<file path="config.mk">
export PLATFORM = sky130hd
export DESIGN_NAME = efpga_cfu_responder_flat
export DESIGN_NICKNAME = d
export VERILOG_FILES = /design/src/rtl/efpga_cfu_responder_if.sv /design/src/rtl/efpga_cfu_responder.sv /design/src/flat_wrapper.sv
export SDC_FILE = /design/constraint.sdc
export NUM_CORES = 2
export LEC_CHECK = 0
export CAP_MARGIN = 10
export CORE_MARGIN = 1
export CORE_UTILIZATION = 23
export CTS_CLUSTER_SIZE = 8
export DETAILED_ROUTE_END_ITERATION = 7
export GPL_TIMING_DRIVEN = 0
export HOLD_SLACK_MARGIN = 0.05
export PLACE_DENSITY_LB_ADDON = 0.05
export SLEW_MARGIN = 10
export SYNTH_ARGS = -nofsm -noshare
export SYNTH_HDL_FRONTEND = slang
export SYNTH_SLANG_ARGS = --single-unit
</file>
<file path="constraint.sdc">
create_clock -name wb_clk_i -period 14.2 [get_ports wb_clk_i]
set_input_delay 2.84 -clock wb_clk_i [delete_from_list [all_inputs] [get_ports wb_clk_i]]
set_output_delay 2.84 -clock wb_clk_i [all_outputs]
set_load 0.01 [all_outputs]
</file>
<file path="src/rtl/efpga_cfu_responder_if.sv">
// Core <-> eFPGA custom-function port: request, operands, results,
// config strobe and interrupt lines.
interface efpga_cfu_responder_if #(
  parameter int DATA_W   = 32,
  parameter int IRQ_ID_W = 5
);
  logic                en_i;
  logic [1:0]          operator_i;
  logic [1:0]          delay_i;
  logic [DATA_W-1:0]   operand_a_i;
  logic [DATA_W-1:0]   operand_b_i;
  logic                write_strobe_i;
  logic [DATA_W-1:0]   result_a_o;
  logic [DATA_W-1:0]   result_b_o;
  logic [DATA_W-1:0]   result_c_o;
  logic                fpga_done_o;
  logic                irq_o;
  logic [IRQ_ID_W-1:0] irq_id_o;
  logic                irq_ack_i;

  modport slave (
    input  en_i,
    input  operator_i,
    input  delay_i,
    input  operand_a_i,
    input  operand_b_i,
    input  write_strobe_i,
    input  irq_ack_i,
    output result_a_o,
    output result_b_o,
    output result_c_o,
    output fpga_done_o,
    output irq_o,
    output irq_id_o
  );

  modport master (
    output en_i,
    output operator_i,
    output delay_i,
    output operand_a_i,
    output operand_b_i,
    output write_strobe_i,
    output irq_ack_i,
    input  result_a_o,
    input  result_b_o,
    input  result_c_o,
    input  fpga_done_o,
    input  irq_o,
    input  irq_id_o
  );
endinterface

</file>
<file path="src/rtl/efpga_cfu_responder.sv">
// eFPGA result-side responder: ADD/MUL/LOGIC/MAC with programmable
// latency, 4-phase done handshake and a level completion interrupt.
module efpga_cfu_responder #(
  parameter int DATA_W   = 32,
  parameter int IRQ_ID_W = 5
) (
  input logic wb_clk_i,
  input logic wb_rst_ni,
  efpga_cfu_responder_if.slave bus
);

  typedef enum logic [1:0] {
    IDLE = 2'd0,
    BUSY = 2'd1,
    DONE = 2'd2
  } state_e;

  localparam logic [1:0] OP_ADD = 2'b00;
  localparam logic [1:0] OP_MUL = 2'b01;
  localparam logic [1:0] OP_LOG = 2'b10;
  localparam logic [1:0] OP_MAC = 2'b11;

  state_e state_q, state_d;

  logic [1:0]          op_q;
  logic [2:0]          cnt_q;
  logic [DATA_W-1:0]   a_q, b_q;
  logic [DATA_W-1:0]   res_a_q, res_b_q, res_c_q;
  logic [DATA_W-1:0]   acc_q, opcnt_q;
  logic [IRQ_ID_W:0]   cfg_q;
  logic                irq_q;
  logic [IRQ_ID_W-1:0] irq_id_q;

  logic                accept, fire, done;
  logic [2:0]          lat_m1;
  logic [2*DATA_W-1:0] prod;
  logic [DATA_W:0]     sum;
  logic [DATA_W-1:0]   acc_new, opcnt_inc;
  logic [DATA_W-1:0]   ra_d, rb_d, rc_d;
  logic                cfg_clr;

  always_ff @(posedge wb_clk_i or negedge wb_rst_ni) begin
    if (!wb_rst_ni) state_q <= IDLE;
    else            state_q <= state_d;
  end

  always_comb begin
    state_d = state_q;
    unique case (state_q)
      IDLE: if (bus.en_i) state_d = BUSY;
      BUSY: begin
        if (!bus.en_i)       state_d = IDLE;
        else if (cnt_q == 0) state_d = DONE;
      end
      DONE: if (!bus.en_i) state_d = IDLE;
      default: state_d = IDLE;
    endcase
  end

  always_comb begin
    accept = (state_q == IDLE) && bus.en_i;
    fire   = (state_q == BUSY) && bus.en_i && (cnt_q == 0);
    done   = (state_q == DONE);
  end

  always_comb begin
    unique case (bus.delay_i)
      2'd0:    lat_m1 = 3'd0;
      2'd1:    lat_m1 = 3'd1;
      2'd2:    lat_m1 = 3'd3;
      default: lat_m1 = 3'd7;
    endcase
  end

  always_comb begin
    prod      = {{DATA_W{1'b0}}, a_q} * {{DATA_W{1'b0}}, b_q};
    sum       = {1'b0, a_q} + {1'b0, b_q};
    acc_new   = acc_q + prod[DATA_W-1:0];
    opcnt_inc = opcnt_q + 1'b1;
    ra_d      = '0;
    rb_d      = '0;
    rc_d      = '0;
    unique case (op_q)
      OP_ADD: begin
        ra_d = sum[DATA_W-1:0];
        rb_d = a_q - b_q;
        rc_d = {{(DATA_W-2){1'b0}}, (a_q < b_q), sum[DATA_W]};
      end
      OP_MUL: begin
        ra_d = prod[DATA_W-1:0];
        rb_d = prod[2*DATA_W-1:DATA_W];
      end
      OP_LOG: begin
        ra_d = a_q & b_q;
        rb_d = a_q | b_q;
        rc_d = a_q ^ b_q;
      end
      OP_MAC: begin
        ra_d = acc_new;
        rb_d = opcnt_inc;
        rc_d = prod[2*DATA_W-1:DATA_W];
      end
      default: ;
    endcase
  end

  assign cfg_clr = bus.write_strobe_i && bus.operand_a_i[DATA_W-1];

  always_ff @(posedge wb_clk_i or negedge wb_rst_ni) begin
    if (!wb_rst_ni) begin
      op_q  <= '0;
      cnt_q <= '0;
      a_q   <= '0;
      b_q   <= '0;
    end else if (accept) begin
      op_q  <= bus.operator_i;
      cnt_q <= lat_m1;
      a_q   <= bus.operand_a_i;
      b_q   <= bus.operand_b_i;
    end else if (state_q == BUSY && cnt_q != 0) begin
      cnt_q <= cnt_q - 1'b1;
    end
  end

  always_ff @(posedge wb_clk_i or negedge wb_rst_ni) begin
    if (!wb_rst_ni) begin
      res_a_q <= '0;
      res_b_q <= '0;
      res_c_q <= '0;
    end else if (fire) begin
      res_a_q <= ra_d;
      res_b_q <= rb_d;
      res_c_q <= rc_d;
    end
  end

  // A clearing config write beats a coincident completion.
  always_ff @(posedge wb_clk_i or negedge wb_rst_ni) begin
    if (!wb_rst_ni) begin
      acc_q   <= '0;
      opcnt_q <= '0;
    end else if (cfg_clr) begin
      acc_q   <= '0;
      opcnt_q <= '0;
    end else if (fire) begin
      opcnt_q <= opcnt_inc;
      if (op_q == OP_MAC) acc_q <= acc_new;
    end
  end

  always_ff @(posedge wb_clk_i or negedge wb_rst_ni) begin
    if (!wb_rst_ni)              cfg_q <= '0;
    else if (bus.write_strobe_i) cfg_q <= bus.operand_a_i[IRQ_ID_W:0];
  end

  always_ff @(posedge wb_clk_i or negedge wb_rst_ni) begin
    if (!wb_rst_ni) begin
      irq_q    <= 1'b0;
      irq_id_q <= '0;
    end else if (fire && cfg_q[0]) begin
      irq_q    <= 1'b1;
      irq_id_q <= cfg_q[IRQ_ID_W:1];
    end else if (bus.irq_ack_i) begin
      irq_q    <= 1'b0;
    end
  end

  assign bus.result_a_o  = res_a_q;
  assign bus.result_b_o  = res_b_q;
  assign bus.result_c_o  = res_c_q;
  assign bus.fpga_done_o = done;
  assign bus.irq_o       = irq_q;
  assign bus.irq_id_o    = irq_id_q;

endmodule
</file>
<file path="src/flat_wrapper.sv">
// flat-port wrapper written by rule: the top's interface ports become plain ports
module efpga_cfu_responder_flat 
#(
  parameter int DATA_W   = 32,
  parameter int IRQ_ID_W = 5
)
  (wb_clk_i, wb_rst_ni, bus_en_i, bus_operator_i, bus_delay_i, bus_operand_a_i, bus_operand_b_i, bus_write_strobe_i, bus_irq_ack_i, bus_result_a_o, bus_result_b_o, bus_result_c_o, bus_fpga_done_o, bus_irq_o, bus_irq_id_o);
  efpga_cfu_responder_if #(.DATA_W(DATA_W), .IRQ_ID_W(IRQ_ID_W)) bus_i ();
  input logic wb_clk_i;
  input logic wb_rst_ni;
  input wire logic [$bits(bus_i.en_i)-1:0] bus_en_i;
  input wire logic [$bits(bus_i.operator_i)-1:0] bus_operator_i;
  input wire logic [$bits(bus_i.delay_i)-1:0] bus_delay_i;
  input wire logic [$bits(bus_i.operand_a_i)-1:0] bus_operand_a_i;
  input wire logic [$bits(bus_i.operand_b_i)-1:0] bus_operand_b_i;
  input wire logic [$bits(bus_i.write_strobe_i)-1:0] bus_write_strobe_i;
  input wire logic [$bits(bus_i.irq_ack_i)-1:0] bus_irq_ack_i;
  output wire logic [$bits(bus_i.result_a_o)-1:0] bus_result_a_o;
  output wire logic [$bits(bus_i.result_b_o)-1:0] bus_result_b_o;
  output wire logic [$bits(bus_i.result_c_o)-1:0] bus_result_c_o;
  output wire logic [$bits(bus_i.fpga_done_o)-1:0] bus_fpga_done_o;
  output wire logic [$bits(bus_i.irq_o)-1:0] bus_irq_o;
  output wire logic [$bits(bus_i.irq_id_o)-1:0] bus_irq_id_o;
  assign bus_i.en_i = bus_en_i;
  assign bus_i.operator_i = bus_operator_i;
  assign bus_i.delay_i = bus_delay_i;
  assign bus_i.operand_a_i = bus_operand_a_i;
  assign bus_i.operand_b_i = bus_operand_b_i;
  assign bus_i.write_strobe_i = bus_write_strobe_i;
  assign bus_i.irq_ack_i = bus_irq_ack_i;
  assign bus_result_a_o = bus_i.result_a_o;
  assign bus_result_b_o = bus_i.result_b_o;
  assign bus_result_c_o = bus_i.result_c_o;
  assign bus_fpga_done_o = bus_i.fpga_done_o;
  assign bus_irq_o = bus_i.irq_o;
  assign bus_irq_id_o = bus_i.irq_id_o;
  efpga_cfu_responder #(.DATA_W(DATA_W), .IRQ_ID_W(IRQ_ID_W)) u_core (.wb_clk_i(wb_clk_i), .wb_rst_ni(wb_rst_ni), .bus(bus_i));
endmodule
</file>
==> qor.txt <==
DR vias: 43000
CP arrival: 12.90 ns
Root Buffer: clkbuf_16
Syn. warnings: 0
Gates resized, CTS repair: 0
Final min period: 12.42 ns
Place WS: 2.03 ns
Worst Tran Pin Value: 1.41 ns
Register area share after synthesis: 12.4%
Post-Synthesis Cells: 5741
Worst Hold Class: register to register
Hold path startpoint: u_core.bus.result_b_o[19]
Wire length per cell: 32.1 um
Vias in the first global route: 45000
Main area contributors after synthesis: fa_1 37%, dfrtp_1 12%, ha_1 10%
Fillers: 23400
Worst-Skew Late Latency: 0.63 ns
Reg2reg end: u_core.bus.result_a_o[30]
Distinct cell type count after synthesis: 88
Rows: 169
Starting density of the core: 23.2%
Largest net degree at the start of global routing: 91
Worst path slowest cell: clkinv_1
Storage element area: 6080 sq um
Crit path kind: register to register
Async SR Flop Fraction: 100%
Top cells by instance count after synthesis: 979 x inv_1, 921 x nand2_1, 899 x fa_1, 568 x nor2_1, 394 x ha_1
Setup slack, reg-to-reg: 1.78 ns
H-tree depth: 2
Post-synth top area share: 36.6%
PortBufs: 174
Yosys top cell by area: fa_1
Clock sinks: 243
Yosys reg bits: 243
Hpwl dp: 238000 um
Iter 0 DRT Violations: 3876
Setup crit end kind: register
Worst EP required: 14.68 ns
First-pass GRT wire length: 387000 um
Share of cells above drive strength 1: 2.71%
Netlist Area Pre-Place: 49200 sq um
Final Hold Vio Count: 0
Status: finished, violations left
Setup Skew: 0.0334 ns
Maxcap violations: 0
Core Region: 212000 sq um
Max Clk Rate: 0.0805 GHz
Worst path most repeated cell: fa_1
Reg2reg start: u_core.a_q[5]
Initial antenna violation count: 25
Placed cells: 8740
Post-synth EDFFs: 0
Min-Delay Endpoint: u_core.bus.result_b_o[19]
Remaining global-route overflow: 0
Max-slew violation count: 0
DRT Wirelength: 283000 um
Worst-path clk slew: 0.05 ns
Critical Path Fanout Max: 10
Hold-fix buffers, CTS: 0
RePlAce Congestion: 0.926
Part of the cycle the worst path needs: 87.5%
Die Y: 464 um
TritonCTS clock tree: built
Post-route ant nets: 0
Setup-failing EPs final: 0
Num ports: 176
DRC viols: 40
Nets: 7330
Slowest stage delay, CP: 0.88 ns
Footprint of the multi-input gates: 38100 sq um
Mapped Avg Cell Area: 8.56 sq um
Failing checks: design-rule violations
Syn Nets: 7107
Final cell count without fillers: 8817
Predominant post-synthesis flop cell: dfrtp_1
Die Area: 216000 sq um
Bufs on Longest Clock Path: 3
R2R depth: 36
Vias per cell: 4.87
Most frequent cell after synthesis: inv_1
Worst hold path depth: 2
Area delta synth->final: 13.6%
CP startpoint kind: register
Max_slew headroom: 5.89%
RSZ-0062 raised after global routing: false
Post-route setup slack: 1.78 ns
Post-CTS Setup Inserts: 0
GRT Util Overall: 26.2%
CTS Buf Count: 41
Drt pass-1 iters: 8
Die width: 464 um
==> placed cells by master (no fill, tap or decap), types with 11 or more instances in the layout <==
cell type	synthesis	routed
clkbuf_16	0	41
mux2i_1	32	32
a211oi_1	31	31
buf_2	7	13
nand4_1	31	31
xnor2_1	115	115
o21a_1	26	26
inv_1	979	979
clkbuf_1	258	245
o31ai_1	16	16
nand2_1	921	921
clkinv_1	17	17
clkbuf_2	0	23
a22oi_1	11	11
a31oi_1	34	34
nand3_1	45	45
o21ai_0	243	243
and3_1	35	35
nor4_1	12	12
nor2b_1	30	30
mux2_2	20	20
ha_1	394	394
nor3_1	46	46
dfrtp_1	243	243
a22o_1	17	17
nand2b_1	24	24
mux4_2	12	12
fa_1	899	899
xor2_1	66	66
and2_1	14	14
o211ai_1	15	15
buf_1	60	54
a221oi_1	19	19
nor2_1	568	568
clkdlybuf4s50_1	0	173
o21ai_1	11	11
a21o_1	60	60
or3_1	24	24
a21oi_1	224	224
o21bai_1	31	31
==> through the flow <==
step | instance area, sq um | hold slack, ns | setup TNS (ns) | utilization [%]
2_1_floorplan | 49200 | 0.455 | 0 | -
6_report | 55900 | 0.477 | 0 | 26.3
4_1_cts | 55800 | 0.484 | 0 | 26.3
3_3_place_gp | 54400 | 0.463 | -702.76 | 25.6
3_5_place_dp | 54600 | 0.473 | 0 | 25.7
5_1_grt | 55800 | 0.508 | 0 | 26.3
==> layer usage <==
layer | wire [um] | vias to the layer above | track usage [%]
li1 | - | 18400 | -
met1 | 127000 | 22800 | 35.9
met2 | 131000 | 1481 | 42.4
met3 | 14600 | 282 | 3.03
met4 | 11300 | 14 | 8.86
met5 | 72 | - | 0
==> kinds of logic after synthesis <==
group                    synth area share [%]
multiplexers                             1.66
XOR/XNOR                                 3.22
adder cells (fa/ha/maj)                  46.6
buffers and inverters                    10.2
flip-flops                               12.4
AND/OR/NAND/NOR                          15.0
AO/OA/AOI/OAI                            11.0
==> registers in the layout, indices dropped and copies added, names as in the netlist <==
signal / flops
u_core.a_q: 32
u_core.acc_q: 32
u_core.b_q: 32
u_core.bus.result_a_o: 32
u_core.bus.result_b_o: 32
u_core.bus.result_c_o: 32
u_core.opcnt_q: 32
u_core.cfg_q: 6
u_core.bus.irq_id_o: 5
u_core.cnt_q: 3
u_core.op_q: 2
u_core.state_q: 2
u_core.bus.irq_o: 1
==> worst max-delay path, delay by kind of cell, from the launching register on <==
family	cells	cell delay, ns
xor gates and xnor gates	2	0.65
muxes	2	0.84
adders and majority gates	10	4.48
DFF	1	0.59
AOI/OAI and AO/OA	8	2.16
buffers and inverters	10	2.95
and+or+nand+nor	4	0.57
==> how the worst max path moves through the flow <==
stage / slack (ns) / from / endpoint / depth (start not counted)
floorplan: 5.57 / u_core.b_q[11] / u_core.bus.result_a_o[30] / 34
global route: 1.46 / u_core.a_q[5] / u_core.bus.result_a_o[30] / 36
detailed placement: 2.03 / u_core.a_q[5] / u_core.bus.result_a_o[30] / 36
CTS: 1.94 / u_core.a_q[5] / u_core.bus.result_a_o[30] / 36
finish: 1.78 / u_core.a_q[5] / u_core.bus.result_a_o[30] / 36
global placement: -2.96 / wb_rst_ni / u_core.b_q[27] / 1
==> area by class of cell <==
cell class / count / area share, %
sequential: 243 / 10.9
tap: 2821 / 6.32
antenna: 10 / 0.0448
multi-input combinational: 4171 / 68.1
inverter: 998 / 6.70
clock inverter: 7 / 0.175
clock buffer: 58 / 2.08
timing repair buffer: 180 / 3.32
buffer: 329 / 2.34
Power is left out: the tool's default activity adds up to more than one toggle a clock period on the data nets, which glitch-free logic cannot reach.
